--- src/rtl/dram_cmd_responder.sv ---
// dram_cmd_responder: single-command DRAM bank model. It accepts one command
// at a time, waits out that command's latency, then acknowledges it with a
// one-cycle pulse. Bank open/row state, read address and refresh count are
// updated on the acknowledge.
module dram_cmd_responder #(
    parameter int NUMBER_OF_BANKS = 8,
    parameter int NUMBER_OF_ROWS  = 128,
    parameter int NUMBER_OF_COLS  = 8,
    parameter int T_RCD           = 3,
    parameter int T_CL            = 2,
    parameter int T_RP            = 3,
    parameter int T_RFC           = 8
) (
    input  logic                                  clk,
    input  logic                                  rst,
    input  logic                                  cmd_req,
    input  logic [1:0]                            cmd,
    input  logic [$clog2(NUMBER_OF_BANKS)-1:0]    bank_id,
    input  logic [$clog2(NUMBER_OF_ROWS)-1:0]     row_id,
    input  logic [$clog2(NUMBER_OF_COLS)-1:0]     col_id,
    output logic                                  cmd_ack,
    output logic                                  cmd_err,
    output logic                                  busy,
    output logic [NUMBER_OF_BANKS-1:0]            bank_open,
    output logic                                  rd_valid,
    output logic [$clog2(NUMBER_OF_BANKS)+$clog2(NUMBER_OF_ROWS)+$clog2(NUMBER_OF_COLS)-1:0] rd_addr,
    output logic [15:0]                           ref_count
);

    localparam int BW  = $clog2(NUMBER_OF_BANKS);
    localparam int RW  = $clog2(NUMBER_OF_ROWS);
    localparam int CLW = $clog2(NUMBER_OF_COLS);

    // Counter only ever holds LAT-1, so it is sized from the longest latency.
    localparam int MAX_AB  = (T_RCD > T_CL) ? T_RCD : T_CL;
    localparam int MAX_CD  = (T_RP > T_RFC) ? T_RP : T_RFC;
    localparam int MAX_LAT = (MAX_AB > MAX_CD) ? MAX_AB : MAX_CD;
    localparam int CW      = $clog2(MAX_LAT + 1);

    localparam logic [1:0] CMD_ACT = 2'b00;
    localparam logic [1:0] CMD_RD  = 2'b01;
    localparam logic [1:0] CMD_REF = 2'b10;
    localparam logic [1:0] CMD_PRE = 2'b11;

    typedef enum logic [1:0] {
        IDLE = 2'd0,
        BUSY = 2'd1,
        ACK  = 2'd2
    } state_t;

    state_t          state;
    state_t          state_nxt;
    logic [CW-1:0]   lat_cnt;
    logic [CW-1:0]   lat_load;
    logic [1:0]      lat_cmd;
    logic [BW-1:0]   lat_bank;
    logic [RW-1:0]   lat_row;
    logic [CLW-1:0]  lat_col;
    logic [RW-1:0]   open_row [NUMBER_OF_BANKS];
    logic            done;

    assign busy = (state != IDLE);
    assign done = (state == BUSY) && (lat_cnt == '0);

    // Latency preload for the incoming command (LAT-1).
    always_comb begin
        lat_load = '0;
        case (cmd)
            CMD_ACT: lat_load = CW'(T_RCD - 1);
            CMD_RD:  lat_load = CW'(T_CL - 1);
            CMD_REF: lat_load = CW'(T_RFC - 1);
            CMD_PRE: lat_load = CW'(T_RP - 1);
            default: lat_load = '0;
        endcase
    end

    // State register.
    always_ff @(posedge clk) begin
        if (rst) state <= IDLE;
        else     state <= state_nxt;
    end

    // Next state: accept only from IDLE, ACK always lasts exactly one cycle.
    always_comb begin
        state_nxt = state;
        case (state)
            IDLE:    if (cmd_req) state_nxt = BUSY;
            BUSY:    if (lat_cnt == '0) state_nxt = ACK;
            ACK:     state_nxt = IDLE;
            default: state_nxt = IDLE;
        endcase
    end

    // Command latch, latency countdown and the completion effects on bank state.
    always_ff @(posedge clk) begin
        if (rst) begin
            lat_cnt   <= '0;
            lat_cmd   <= '0;
            lat_bank  <= '0;
            lat_row   <= '0;
            lat_col   <= '0;
            cmd_ack   <= 1'b0;
            cmd_err   <= 1'b0;
            rd_valid  <= 1'b0;
            rd_addr   <= '0;
            bank_open <= '0;
            ref_count <= '0;
            for (int i = 0; i < NUMBER_OF_BANKS; i++) open_row[i] <= '0;
        end else begin
            cmd_ack  <= 1'b0;
            cmd_err  <= 1'b0;
            rd_valid <= 1'b0;

            if (state == IDLE && cmd_req) begin
                lat_cmd  <= cmd;
                lat_bank <= bank_id;
                lat_row  <= row_id;
                lat_col  <= col_id;
                lat_cnt  <= lat_load;
            end else if (state == BUSY && lat_cnt != '0) begin
                lat_cnt <= lat_cnt - 1'b1;
            end

            // Effects land on the same edge that enters ACK, so they are
            // visible for the whole ACK cycle alongside cmd_ack.
            if (done) begin
                cmd_ack <= 1'b1;
                case (lat_cmd)
                    CMD_ACT: begin
                        if (bank_open[lat_bank]) begin
                            cmd_err <= 1'b1;
                        end else begin
                            bank_open[lat_bank] <= 1'b1;
                            open_row[lat_bank]  <= lat_row;
                        end
                    end
                    CMD_RD: begin
                        if (bank_open[lat_bank]) begin
                            rd_valid <= 1'b1;
                            rd_addr  <= {lat_bank, open_row[lat_bank], lat_col};
                        end else begin
                            cmd_err <= 1'b1;
                        end
                    end
                    CMD_REF: begin
                        cmd_err   <= |bank_open;
                        bank_open <= '0;
                        if (ref_count != 16'hFFFF) ref_count <= ref_count + 16'd1;
                    end
                    CMD_PRE: begin
                        bank_open[lat_bank] <= 1'b0;
                    end
                    default: ;
                endcase
            end
        end
    end

endmodule
--- config.mk ---
export PLATFORM = sky130hd
export DESIGN_NAME = dram_cmd_responder
export DESIGN_NICKNAME = d
export VERILOG_FILES = /design/src/rtl/dram_cmd_responder.sv
export SDC_FILE = /design/constraint.sdc
export NUM_CORES = 1
export LEC_CHECK = 0
export ABC_AREA = 1
export BUFFER_PORTS_ARGS = -buffer_cell sky130_fd_sc_hd__clkbuf_2
export CORE_MARGIN = 2
export CORE_UTILIZATION = 55
export CTS_BUF_LIST = sky130_fd_sc_hd__clkbuf_8 sky130_fd_sc_hd__clkbuf_16
export CTS_CLUSTER_DIAMETER = 60
export CTS_CLUSTER_SIZE = 8
export DETAILED_ROUTE_END_ITERATION = 8
export HOLD_SLACK_MARGIN = 0.12
export PLACE_DENSITY = 0.76
export RECOVER_POWER = 50
export SYNTH_ARGS = -nofsm -noshare
export SYNTH_HDL_FRONTEND = slang
export SYNTH_SLANG_ARGS = --single-unit
--- constraint.sdc ---
create_clock -name clk -period 2.58 [get_ports clk]
set_clock_uncertainty 0.05 [all_clocks]
set_input_delay 0.516 -clock clk [delete_from_list [all_inputs] [get_ports clk]]
set_output_delay 0.516 -clock clk [all_outputs]
set_load 0.005 [all_outputs]
Word level (Yosys, flattened, before mapping). Memory sizes are Yosys's and may differ from the RTL's. A register that Yosys moved wholly into a read port is not among the register bits. Cells that the tools add are included.

Register bits: 61. Memory bits (writable): 56. Memories kept: 1. Output and inout port bits: 41. Word-level logic and storage cells: 79. Input bits: 18.

Memories: open_row (depth 8, bits a word 7, read ports 1, clocked after memory_dff 1, wr ports 8, RTL line 59) `logic [RW-1:0] open_row [NUMBER_OF_BANKS];`.

Bitwise operators: 5. Eq/ne operators: 11. Mux-type cells: 25. Add/sub/neg operators: 2. Order comparisons: 2. Reduce and logical (&&, ||, !) cells: 21.

Operators with widths (number): $pmux W8 S3 (1); $add A16 B1 Y16 const B (1); $ne A16 B16 Y1 const B (1); $mux W1 (12); $pmux W4 S3 (1); $reduce_and A3 Y1 (3); $and A8 B8 Y8 (1); $eq A2 B2 Y1 const B (4); $mux W4 (2); $mux W8 (1); $not A8 Y8 (1); $or A8 B8 Y8 (1); $reduce_or A8 Y1 (1); $mux W7 (1); $reduce_or A7 Y1 (1); $eq A2 B1 Y1 const B (3); $logic_not A2 Y1 (3); $logic_and A1 B1 Y1 (4); $logic_not A4 Y1 (1); $lt A3 B4 Y1 const B (1); $mux W2 (2); $ne A2 B2 Y1 const B (2); $pmux W2 S2 (1); $reduce_bool A2 Y1 (2); 13 further kinds (15).

Longest topological paths before layout.
Depth in word-level cells: 9. Mapped depth: 13. Gate-level depth less buffers: 12.

Worst setup path before layout. No wires, ideal clock.

Path type: register -> register. Start: register lat_bank[0]. End: memory open_row[3][0] (netlist bit) (enable). Library setup time: 0.324 ns. Setup slack: 0.661 ns. Clock period less this slack: 1.919 ns. Arrival: 1.545 ns. Path buffers: 3. Stages on the path, launching flop included: 14. Required time: 2.206 ns. Path through: dfxtp_1 buf_4 inv_2 buf_6 nand2_1 nand2_1 nand2_1 nand2_1 nand2_1 nand2_2 buf_6 nor2_8 nand2_1 nand2_1.

RTL lines: start: declaration (RTL line 56) `logic [BW-1:0] lat_bank;`; start signal: assignment (RTL line 116) `lat_bank <= bank_id;`; end: declaration (RTL line 59).

==> metrics.txt <==
# TYPE chip_impl_metric gauge
chip_impl_info{name="run_status",value="complete, no violations"} 1
chip_impl_metric{name="gr-usage-all-layers",unit="%"} 27.4
chip_impl_info{name="grt_setup_unrepaired",value="no"} 1
chip_impl_metric{name="synth_cell_type_count",unit=""} 32
chip_impl_info{name="grt_busiest_layer",value="met2"} 1
chip_impl_metric{name="tritoncts_num_sinks",unit=""} 117
chip_impl_metric{name="core-area",unit="um^2"} 9590
chip_impl_info{name="end_kind",value="flop"} 1
chip_impl_metric{name="die_height",unit="um"} 103
chip_impl_metric{name="vias",unit=""} 4723
chip_impl_metric{name="grt_start_max_net_pins",unit=""} 37
chip_impl_metric{name="io_buffers",unit=""} 58
chip_impl_metric{name="worst_slew_pin_slew",unit="ns"} 1.10
chip_impl_metric{name="wl_per_cell",unit="um"} 15.4
chip_impl_metric{name="post-route-drc-count",unit=""} 0
chip_impl_info{name="postSynth.topFlopCell",value="dfxtp_1"} 1
chip_impl_metric{name="cts_hold_buffers",unit=""} 0
chip_impl_metric{name="tritoncts_buffers",unit=""} 17
chip_impl_metric{name="max_cap_violations",unit=""} 0
chip_impl_info{name="timing_worst_setup_path_type",value="reg2reg"} 1
chip_impl_info{name="worst_setup_path_start_kind",value="flop"} 1
chip_impl_metric{name="slew_violations",unit=""} 0
chip_impl_metric{name="vdd_drop_max",unit="uV"} 421
chip_impl_metric{name="async_set_reset_flop_share_out_of_synthesis",unit="%"} 0
chip_impl_metric{name="area_growth_synth_to_finish",unit="%"} 17.6
chip_impl_metric{name="insertedDiodeCount",unit=""} 0
chip_impl_metric{name="critPathMaxFanout",unit=""} 8
chip_impl_metric{name="io_pins",unit=""} 59
chip_impl_metric{name="clock_tree.htree_level_count",unit=""} 4
chip_impl_metric{name="antenna_found_initial",unit=""} 0
chip_impl_metric{name="num-nets-final",unit=""} 751
chip_impl_metric{name="yosysSeqAreaShare",unit="%"} 54.2
chip_impl_metric{name="synth-edff-count",unit=""} 56
chip_impl_metric{name="maxSlewHeadroom",unit="%"} 26.6
chip_impl_metric{name="core.rowCount",unit=""} 36
chip_impl_metric{name="worstPathRequired",unit="ns"} 2.72
chip_impl_metric{name="grt_first_pass_wirelength",unit="mm"} 21.7
chip_impl_metric{name="post_cts_buffers",unit=""} 0
chip_impl_metric{name="syn-cell-area",unit="um^2"} 5360
chip_impl_metric{name="use_met2",unit="%"} 45.8
chip_impl_metric{name="powerDensity",unit="nW/um^2"} 741
chip_impl_metric{name="max-clock-path-buffers",unit=""} 2
chip_impl_info{name="tritoncts",value="done"} 1
chip_impl_metric{name="initial_utilization",unit="%"} 55.8
chip_impl_metric{name="routed_wl",unit="mm"} 13.5
chip_impl_metric{name="report.final.setup_viol",unit=""} 0
chip_impl_metric{name="first_global_vias",unit=""} 4440
chip_impl_metric{name="post-route-worst-setup-slack",unit="ns"} 0.336
chip_impl_metric{name="grt.met1_usage",unit="%"} 34.7
chip_impl_metric{name="preCtsSetupSlack",unit="ns"} 0.352
chip_impl_info{name="hold_class",value="in2reg"} 1
chip_impl_metric{name="critical_path_arrival",unit="ns"} 2.38
chip_impl_metric{name="finalCriticalPeriod",unit="ns"} 2.24
chip_impl_metric{name="clk_pin_slew",unit="ns"} 0.05
chip_impl_metric{name="cellLeakagePower",unit="nW"} 2.57
chip_impl_metric{name="postSynthRegisterBits",unit=""} 117
chip_impl_metric{name="die_width",unit="um"} 103
chip_impl_metric{name="global_route.usage.met3",unit="%"} 5.49
chip_impl_metric{name="detail-route-antenna-nets",unit=""} 0
chip_impl_metric{name="syn_avg_cell_area",unit="um^2"} 8.10
chip_impl_metric{name="finalCritPeriodShare",unit="%"} 87.0
chip_impl_metric{name="hpwlAfterDp",unit="mm"} 9.42
chip_impl_metric{name="synthesis.nets",unit=""} 683
chip_impl_metric{name="peak_freq",unit="MHz"} 446
chip_impl_metric{name="detailedRoute.firstPassIterationCount",unit=""} 5
chip_impl_metric{name="drt_initial_violations",unit=""} 357
chip_impl_metric{name="vias_per_cell",unit=""} 5.40
chip_impl_metric{name="setup_tns",unit="ns"} 0
chip_impl_metric{name="area_of_the_die",unit="um^2"} 10500
chip_impl_metric{name="gp_congestion",unit=""} 0.854
chip_impl_info{name="ctsRootBufferMaster",value="clkbuf_8"} 1
chip_impl_metric{name="synth_warnings",unit=""} 0
chip_impl_metric{name="share_of_post_route_cells_with_drive_strength_above_1",unit="%"} 9.58
chip_impl_metric{name="timing.final.hold_violations",unit=""} 0
chip_impl_metric{name="worst_skew_pair.late_latency",unit="ns"} 0.52
chip_impl_metric{name="post_cts_resize_count",unit=""} 0
chip_impl_metric{name="synthCells",unit=""} 661
chip_impl_metric{name="grt_remaining_overflow",unit=""} 0
-- where the power goes --
group / internal [mW] / switching, mW
clock network: 1.37 / 0.777
logic: 0.128 / 0.327
registers: 2.02 / 0.0457
-- critical path, cell delays in order (launching register included) --
cell and delay [ns]:
dfxtp_1 0.29, inv_1 0.11, ha_1 0.22, nand3_1 0.14, inv_1 0.09, nand2_1 0.06, inv_1 0.09, nand2_1 0.13
nor2_8 0.21, nand2_1 0.19, nand2_1 0.32
-- cell type report --
cell class                      count  area [um^2]
Fill cell                         853         3290
Sequential cell                   117         2900
Multi-Input combinational cell    467         2130
Clock buffer                       24          522
Timing Repair Buffer               71          343
Inverter                           55          206
Tap cell                          133          166
Clock inverter                      7         30.0
-- kinds of logic (layout without fill, tap and decap cells) --
kind of cell,count (synthesis),after routing,synth area share [%]
fa+ha+maj,4,4,0.934
xor+xnor,10,10,1.64
simple gates,355,355,27.5
compound gates,98,98,9.83
buf+inv,77,157,5.86
flops,117,117,54.2
-- routing by layer --
metal | routed length, um | vias to the layer above | part of all wire (%)
li1 | - | 2318 | -
met1 | 5720 | 2169 | 42
met2 | 6550 | 205 | 49
met3 | 917 | 31 | 6.8
met4 | 288 | 0 | 2.1
met5 | 0 | - | 0
-- synthesized netlist by cell type, types with 2 or more instances --
cell type	count	area (um^2)
nand3_1	31	155
buf_4	2	15.0
nor2_1	104	390
dfxtp_1	61	1220
a22oi_1	6	45.0
xnor2_1	4	35.0
o21ai_0	35	175
a21oi_1	46	230
a31oi_1	3	18.8
o22ai_1	2	12.5
a211oi_1	2	15.0
inv_1	46	173
buf_6	2	22.5
nand2_1	181	679
xor2_1	6	52.6
nor3_1	14	70.1
clkbuf_1	16	60.1
edfxtp_1	56	1680
o31ai_1	2	15.0
clkinv_1	8	30.0
nand2_2	4	25.0
buf_2	2	10.0
nand4_1	15	93.8
ha_1	4	50.1
nand3b_1	2	15.0
-- final timing paths --
check,endpoint,start,slack [ns],depth (start not counted)
max,open_row[1][2],lat_cnt[0],0.34,10
min,lat_col[0],col_id[0],0.20,3
max reg2reg,open_row[1][2],lat_cnt[0],0.34,10
min reg2reg,rd_addr[1],rd_addr[1],0.41,2
-- metrics by stage --
step / instances / util, % / hold slack (ns) / instance area (um^2) / power [mW]
after floorplan: 661 / - / 0.380 / 5360 / 2.40
after global placement: 843 / 60.5 / 0.397 / 5800 / 2.54
after detailed placement: 843 / 60.5 / 0.406 / 5800 / 2.55
after CTS: 874 / 66.2 / 0.185 / 6350 / 4.69
after global routing: 874 / 65.7 / 0.207 / 6300 / 4.83
final: 874 / 65.7 / 0.202 / 6300 / 4.67
-- registers in the layout, indices dropped and copies added, names as in the netlist, 2 cells and up --
register,count
bank_open,8
lat_bank,3
lat_cmd,2
lat_cnt,4
lat_col,3
lat_row,7
open_row,56
rd_addr,13
ref_count,16
state,2
-- placed cells by master, fill, tap and decap left out, types with 17 or more instances in the layout --
| master | n |
|---|---|
| nand2_1 | 183 |
| nor2_1 | 104 |
| dfxtp_1 | 61 |
| edfxtp_1 | 56 |
| inv_1 | 50 |
| a21oi_1 | 46 |
| o21ai_0 | 35 |
| nand3_1 | 32 |
| clkbuf_1 | 32 |
| clkbuf_2 | 28 |
| clkbuf_16 | 17 |
Power figures use the tool's default switching activity.
